## src/rtl/flappy_pkg.sv

```systemverilog
// Shared constants and state encoding for the flappy-bird game blocks.
package flappy_pkg;

  typedef enum logic [2:0] {
    ST_IDLE   = 3'b001,
    ST_FLIGHT = 3'b010,
    ST_STOP   = 3'b100
  } state_t;

  localparam int unsigned FRAC_W_DEF  = 4;
  localparam int unsigned SCREEN_H_PX = 480;
  localparam int unsigned SCREEN_W_PX = 640;
  localparam int unsigned SPRITE_W    = 20;
  localparam int unsigned SPRITE_H    = 20;

endpackage

```

## src/rtl/fp_clamp_add.sv

```systemverilog
// Signed position + velocity add, clamped to [0, HI_LIMIT] with hit flags.
module fp_clamp_add #(
  parameter int unsigned P_W      = 14,
  parameter int unsigned HI_LIMIT = 7360
) (
  input  logic [P_W-1:0]        p,
  input  logic signed [P_W:0]   v,
  output logic [P_W-1:0]        sum_c,
  output logic                  hit_lo_c,
  output logic                  hit_hi_c
);

  localparam logic signed [P_W:0] HI_S = (P_W+1)'(HI_LIMIT);

  logic signed [P_W:0] s;

  always_comb begin
    s        = $signed({1'b0, p}) + v;
    hit_lo_c = s[P_W];
    hit_hi_c = !s[P_W] && (s > HI_S);
    if (hit_lo_c)      sum_c = '0;
    else if (hit_hi_c) sum_c = HI_S[P_W-1:0];
    else               sum_c = s[P_W-1:0];
  end

endmodule

```

## src/rtl/bird_motion_ctrl.sv

```systemverilog
// Bird flight physics: fixed-point gravity/flap integration per frame tick.
// Optional flap lockout enabled by defining FLAP_COOLDOWN_EN.
module bird_motion_ctrl
  import flappy_pkg::*;
#(
  parameter int unsigned Y_W            = 10,
  parameter int unsigned FRAC_W         = FRAC_W_DEF,
  parameter int unsigned GRAVITY        = 3,
  parameter int unsigned JUMP_VEL       = 40,
  parameter int unsigned V_MAX          = 96,
  parameter int unsigned BIRD_X         = 300,
  parameter int unsigned BIRD_W         = SPRITE_W,
  parameter int unsigned BIRD_H         = SPRITE_H,
  parameter int unsigned Y_START        = 220,
  parameter int unsigned SCREEN_H       = SCREEN_H_PX,
  parameter int unsigned COOLDOWN_TICKS = 4
) (
  input  logic                        Clk,
  input  logic                        reset,
  input  logic                        Start,
  input  logic                        Stop,
  input  logic                        Ack,
  input  logic                        Tick,
  input  logic                        BtnPress,
  output logic [Y_W-1:0]              Bird_X_L,
  output logic [Y_W-1:0]              Bird_X_R,
  output logic [Y_W-1:0]              Bird_Y_T,
  output logic [Y_W-1:0]              Bird_Y_B,
  output logic signed [Y_W+FRAC_W:0]  Velocity,
  output logic                        HitFloor,
  output logic                        HitCeiling,
  output logic                        q_Initial,
  output logic                        q_Flight,
  output logic                        q_Stop
);

  localparam int unsigned P_W   = Y_W + FRAC_W;
  localparam int unsigned V_W   = P_W + 1;
  localparam int unsigned P_TOP = (SCREEN_H - BIRD_H) << FRAC_W;

  localparam logic [P_W-1:0]        P_INIT = P_W'(Y_START << FRAC_W);
  localparam logic signed [V_W-1:0] GRAV_V = V_W'(GRAVITY);
  localparam logic signed [V_W-1:0] JUMP_V = V_W'(JUMP_VEL);
  localparam logic signed [V_W-1:0] VMAX_V = V_W'(V_MAX);

  state_t                state_q, state_d;
  logic [P_W-1:0]        p_q, p_d, sum_c;
  logic signed [V_W-1:0] v_q, v_d, v_new, v_grav;
  logic                  latch_q, latch_d;
  logic                  hit_f_q, hit_f_d, hit_c_q, hit_c_d;
  logic                  hit_lo_c, hit_hi_c;
  logic [Y_W-1:0]        y_t_q, y_b_q;
  logic                  flap_ok;

`ifdef FLAP_COOLDOWN_EN
  localparam int unsigned CD_W = $clog2(COOLDOWN_TICKS + 1);

  logic [CD_W-1:0] cd_q, cd_d;

  assign flap_ok = (latch_q | BtnPress) && (cd_q == '0);

  // Lockout counter: load on an accepted flap tick, count down on later ticks.
  always_comb begin
    cd_d = cd_q;
    if (state_q == ST_IDLE) begin
      cd_d = '0;
    end else if (state_q == ST_FLIGHT && Tick && !Stop) begin
      if (flap_ok)           cd_d = CD_W'(COOLDOWN_TICKS);
      else if (cd_q != '0)   cd_d = cd_q - 1'b1;
    end
  end

  always_ff @(posedge Clk) begin
    if (reset) cd_q <= '0;
    else       cd_q <= cd_d;
  end
`else
  assign flap_ok = latch_q | BtnPress;
`endif

  // Candidate velocity for this tick: flap impulse or gravity with terminal clamp.
  always_comb begin
    v_grav = v_q + GRAV_V;
    v_new  = v_grav;
    if (flap_ok)               v_new = -JUMP_V;
    else if (v_grav > VMAX_V)  v_new = VMAX_V;
  end

  fp_clamp_add #(
    .P_W      (P_W),
    .HI_LIMIT (P_TOP)
  ) u_clamp (
    .p        (p_q),
    .v        (v_new),
    .sum_c    (sum_c),
    .hit_lo_c (hit_lo_c),
    .hit_hi_c (hit_hi_c)
  );

  always_comb begin
    state_d = state_q;
    p_d     = p_q;
    v_d     = v_q;
    latch_d = 1'b0;
    hit_f_d = 1'b0;
    hit_c_d = 1'b0;
    case (state_q)
      ST_IDLE: begin
        p_d = P_INIT;
        v_d = '0;
        if (Start) state_d = ST_FLIGHT;
      end
      ST_FLIGHT: begin
        if (Stop) begin
          state_d = ST_STOP;
        end else if (Tick) begin
          p_d     = sum_c;
          v_d     = (hit_lo_c || hit_hi_c) ? '0 : v_new;
          hit_c_d = hit_lo_c;
          hit_f_d = hit_hi_c;
        end else begin
          latch_d = latch_q | BtnPress;
        end
      end
      ST_STOP: begin
        if (Ack) begin
          state_d = ST_IDLE;
          p_d     = P_INIT;
          v_d     = '0;
        end
      end
      default: state_d = ST_IDLE;
    endcase
  end

  always_ff @(posedge Clk) begin
    if (reset) begin
      state_q <= ST_IDLE;
      p_q     <= P_INIT;
      v_q     <= '0;
      latch_q <= 1'b0;
      hit_f_q <= 1'b0;
      hit_c_q <= 1'b0;
      y_t_q   <= Y_W'(Y_START);
      y_b_q   <= Y_W'(Y_START + BIRD_H);
    end else begin
      state_q <= state_d;
      p_q     <= p_d;
      v_q     <= v_d;
      latch_q <= latch_d;
      hit_f_q <= hit_f_d;
      hit_c_q <= hit_c_d;
      y_t_q   <= p_d[P_W-1:FRAC_W];
      y_b_q   <= p_d[P_W-1:FRAC_W] + Y_W'(BIRD_H);
    end
  end

  assign Bird_X_L   = Y_W'(BIRD_X);
  assign Bird_X_R   = Y_W'(BIRD_X + BIRD_W);
  assign Bird_Y_T   = y_t_q;
  assign Bird_Y_B   = y_b_q;
  assign Velocity   = v_q;
  assign HitFloor   = hit_f_q;
  assign HitCeiling = hit_c_q;
  assign q_Initial  = state_q[0];
  assign q_Flight   = state_q[1];
  assign q_Stop     = state_q[2];

endmodule

```

## config.mk

```make
export PLATFORM = sky130hd
export DESIGN_NAME = bird_motion_ctrl
export DESIGN_NICKNAME = d
export VERILOG_FILES = /design/src/rtl/flappy_pkg.sv /design/src/rtl/fp_clamp_add.sv /design/src/rtl/bird_motion_ctrl.sv
export SDC_FILE = /design/constraint.sdc
export NUM_CORES = 1
export LEC_CHECK = 0
export ABC_CLOCK_PERIOD_IN_PS = 8000
export CELL_PAD_IN_SITES_DETAIL_PLACEMENT = 0
export CELL_PAD_IN_SITES_GLOBAL_PLACEMENT = 1
export CORE_MARGIN = 2
export CORE_UTILIZATION = 39
export CTS_CLUSTER_SIZE = 10
export DETAILED_ROUTE_END_ITERATION = 10
export PLACE_DENSITY_LB_ADDON = 0.1
export SLEW_MARGIN = 20
export SYNTH_ARGS = -nofsm -noshare
export SYNTH_HDL_FRONTEND = slang
export SYNTH_SLANG_ARGS = --single-unit
```

## constraint.sdc

```tcl
create_clock -name Clk -period 8 [get_ports Clk]
set_clock_uncertainty 0.1 [all_clocks]
set_input_delay 1.6 -clock Clk [delete_from_list [all_inputs] [get_ports Clk]]
set_output_delay 1.6 -clock Clk [all_outputs]
set_load 0.01 [all_outputs]
```

==> results.md, run 1 <==
- Critical-path top delay cell: a2111oi_4
- Nets: 512
- Hpwl dp: 7500 um
- WP data arrival: 7.25 ns
- VDD IR max: 0.0000608 V
- CTS resizes: 0
- Worst rel slew slack: 0.426
- XOR/XNOR Fraction of Synth Area: 0.0616
- Proportion of layout cells with a drive suffix above 1: 0.0594
- PD cells: 108 nW/um^2
- Top FF cell, synth: dfxtp_1
- Ys async rst share: 0
- Post-synth top cells: nor2_1, dfxtp_1, buf_4
- Largest net degree at the start of global routing: 43
- Post-route minimum period: 7.16 ns
- Critical path launch point type: register
- Area contributors post-synth: dfxtp_1, buf_4, ha_1
- Final Hold Viols: 0
- Leak: 0.00157 uW
- Count leader, synth: nor2_1
- YS warnings: 0
- Hold-fix buffer count after cts: 0
- Reg clk slew, reported paths: 0.09 ns
- Total core area: 9240 sq um
- Adder-Cell Fraction of Synth Area: 0.0656
- I/O Pins: 67
- CTS tree: done
- Fmax: 140 MHz
- Avg Inst Size Synth: 7.84 sq um
- DR vias/cell: 5.55
- RSZ-0062 raised after global routing: no
- Antenna Violating Nets Remaining: 0
- Crit-path cells: inv_1 -> ha_1 -> nor2b_1 -> and3_1 -> a31oi_1 -> a2111oi_4 -> a21boi_0 -> o21ai_0 -> ha_1 -> and3_1 -> a221o_1 -> maj3_1 -> a21oi_1 -> o211ai_2 -> nor4_1 -> a211oi_2 -> a31oi_1 -> or4b_1 -> o221a_2 -> o21ai_1 -> nor3b_2 -> mux2_1
- Synth Instances: 472
- Sum of negative setup slack: 0 ns
- Unique masters post-synth: 70
- Setup repair bufs after CTS: 0
- Fin crit share: 0.895
- Worst setup EP type: register
- Root Buffer: clkbuf_8
- Initial DRC count: 230
- Die height: 101 um
- Req. time, crit path: 8.09 ns
- Yosys top cell by area: dfxtp_1
- Sink Count: 43
- Final WS setup: 0.838 ns
- Share of the synthesized area in compound gates (AO/OA/AOI/OAI): 0.276
- Number of global-route vias before repair: 3098
- Die width: 101 um
- Status: complete, no violations
- Diodes inserted: 0
- Cts bufs inserted: 5
- Drt pass-1 iters: 4
- Multiplexer share of the synthesized area: 0.0227
- CP max FO: 11
- Simple-Gate Fraction of Synth Area: 0.228
- Initial cell density of the core: 0.400
- Num rows: 35
- Die area: 10300 sq um
- GP Congestion: 0.897
- Dpl ws: 0.766 ns
- Wire length per cell: 16.0 um
- Post-synth EDFFs: 0
- Crit Path Class: register to register
- Initial antenna violation count: 0
- Hold WC Path Type: register to register
- Worst-skew pair later-pin latency: 0.30 ns
- Routed via count: 3425
- GRT Util Overall: 0.194
- Area delta synth->final: 12.5%
- Synthesized flop and latch total: 43
- Sequential element share of the synthesized area: 0.233
- Max-Cap Viols: 0
- Top-area cell type share of the netlist area: 0.233
- Largest family of logic cells by synthesized area: compound AO/OA/AOI/OAI gates
- Total gr overflow: 0
- IO Port Bufs: 46
- Syn Std Cell Area: 3700 sq um
- Longest Clk Path Bufs: 2
- Worst Max-Slew Pin Slew: 0.837 ns
- First-pass GRT wire length: 15900 um
- Drt drc: 0
- Worst path max stage delay: 0.62 ns
- Pins Over Slew Limit: 0
- H-tree levels: 2
- Final setup viols: 0
- Final wirelength: 9900 um
-- final cells by class --
type | instances | area (sq um)
Clock buffer | 5 | 68.8
Sequential cell | 43 | 861
Fill cell | 933 | 5080
Timing Repair Buffer | 49 | 483
Tap cell | 129 | 161
Clock inverter | 3 | 23.8
Inverter | 17 | 63.8
Multi-Input combinational cell | 371 | 2500
-- path summary, 6_finish.rpt --
kind / start / endpoint / slack [ns] / cells after the start
max: Velocity[0]$_SDFFE_PP0P_ / Bird_Y_B[9]$_SDFF_PP0_ / 0.84 / 22
min: p_q[13]$_SDFF_PP0_ / p_q[13]$_SDFF_PP0_ / 0.40 / 2
max reg2reg: Velocity[0]$_SDFFE_PP0P_ / Bird_Y_B[9]$_SDFF_PP0_ / 0.84 / 22
min reg2reg: p_q[13]$_SDFF_PP0_ / p_q[13]$_SDFF_PP0_ / 0.40 / 2
-- flip-flops by register name, indices dropped and copies added (netlist names), named ones only --
name        flops
Bird_Y_B        8
HitCeiling      1
p_q            12
Velocity       15
HitFloor        1
state_q         3
latch_q         1
-- per-layer routing --
layer / track usage / vias up / share of wire
met5: 0 / - / 0
met4: 0.0468 / 0 / 0.012
met3: 0.0221 / 9 / 0.048
met2: 0.282 / 113 / 0.42
met1: 0.301 / 1598 / 0.52
li1: - / 1705 / -
-- metrics by stage --
stage	instance area [sq um]	std cells	hold WS (ns)	power (uW)	utilization
floorplan	3770	490	0.348	289	-
global placement	4070	609	0.388	305	0.440
detailed placement	4070	609	0.388	305	0.440
CTS	4160	617	0.402	452	0.450
global route	4160	617	0.447	472	0.450
finish	4160	617	0.399	448	0.450
-- cells in the final DEF, fill, tap and decap left out, drive strengths merged, types with 4 or more instances in the layout --
master         synthesis  final
nor3                  14     14
xnor2                 21     21
a22oi                 21     21
a221o                  5      5
nand3                  8      8
inv                   17     18
nor2b                  6      6
nand2b                15     15
nor2                  47     47
a21oi                 25     25
nor3b                  7      7
xor2                   5      5
and4                   5      5
and3                   9      9
clkdlybuf4s50          0     46
and2                   6      6
dfxtp                 43     43
o21ai                 22     22
a21o                  15     15
a211oi                 7      7
clkbuf                22      5
or4                    5      5
nand4                  4      4
a31oi                  9      9
nand2                 18     18
mux2i                  5      5
ha                    17     17
or2                    7      7
o21a                   4      4
conb                   2     20
-- cell families after synthesis --
group / Yosys count
flip-flops: 43
AND/OR/NAND/NOR: 158
AO/OA/AOI/OAI: 140
multiplexers: 8
other: 2
adder cells (fa/ha/maj): 19
XOR/XNOR: 26
buffers and inverters: 76
-- critical path: cells and delay by family, from the launching register on --
family	cells	cell delay [ns]
AOI/OAI and AO/OA	11	3.09
adders and majority gates	3	1.07
buffers and inverters	1	0.08
DFF	1	0.53
muxes	1	0.33
and+or+nand+nor	6	1.82
-- where the power goes --
part	internal (uW)	switching [uW]
Combinational	30.2	53.2
Clock	62.6	84.4
Sequential	215	2.30
Power figures use the tool's default switching activity.
==> run 2: changes to the inputs <==
Settings changed: ABC_CLOCK_PERIOD_IN_PS 8000 to unset.
==> results of run 2 <==
No change in the layout: final DEF, timing and power equal those of run 1.
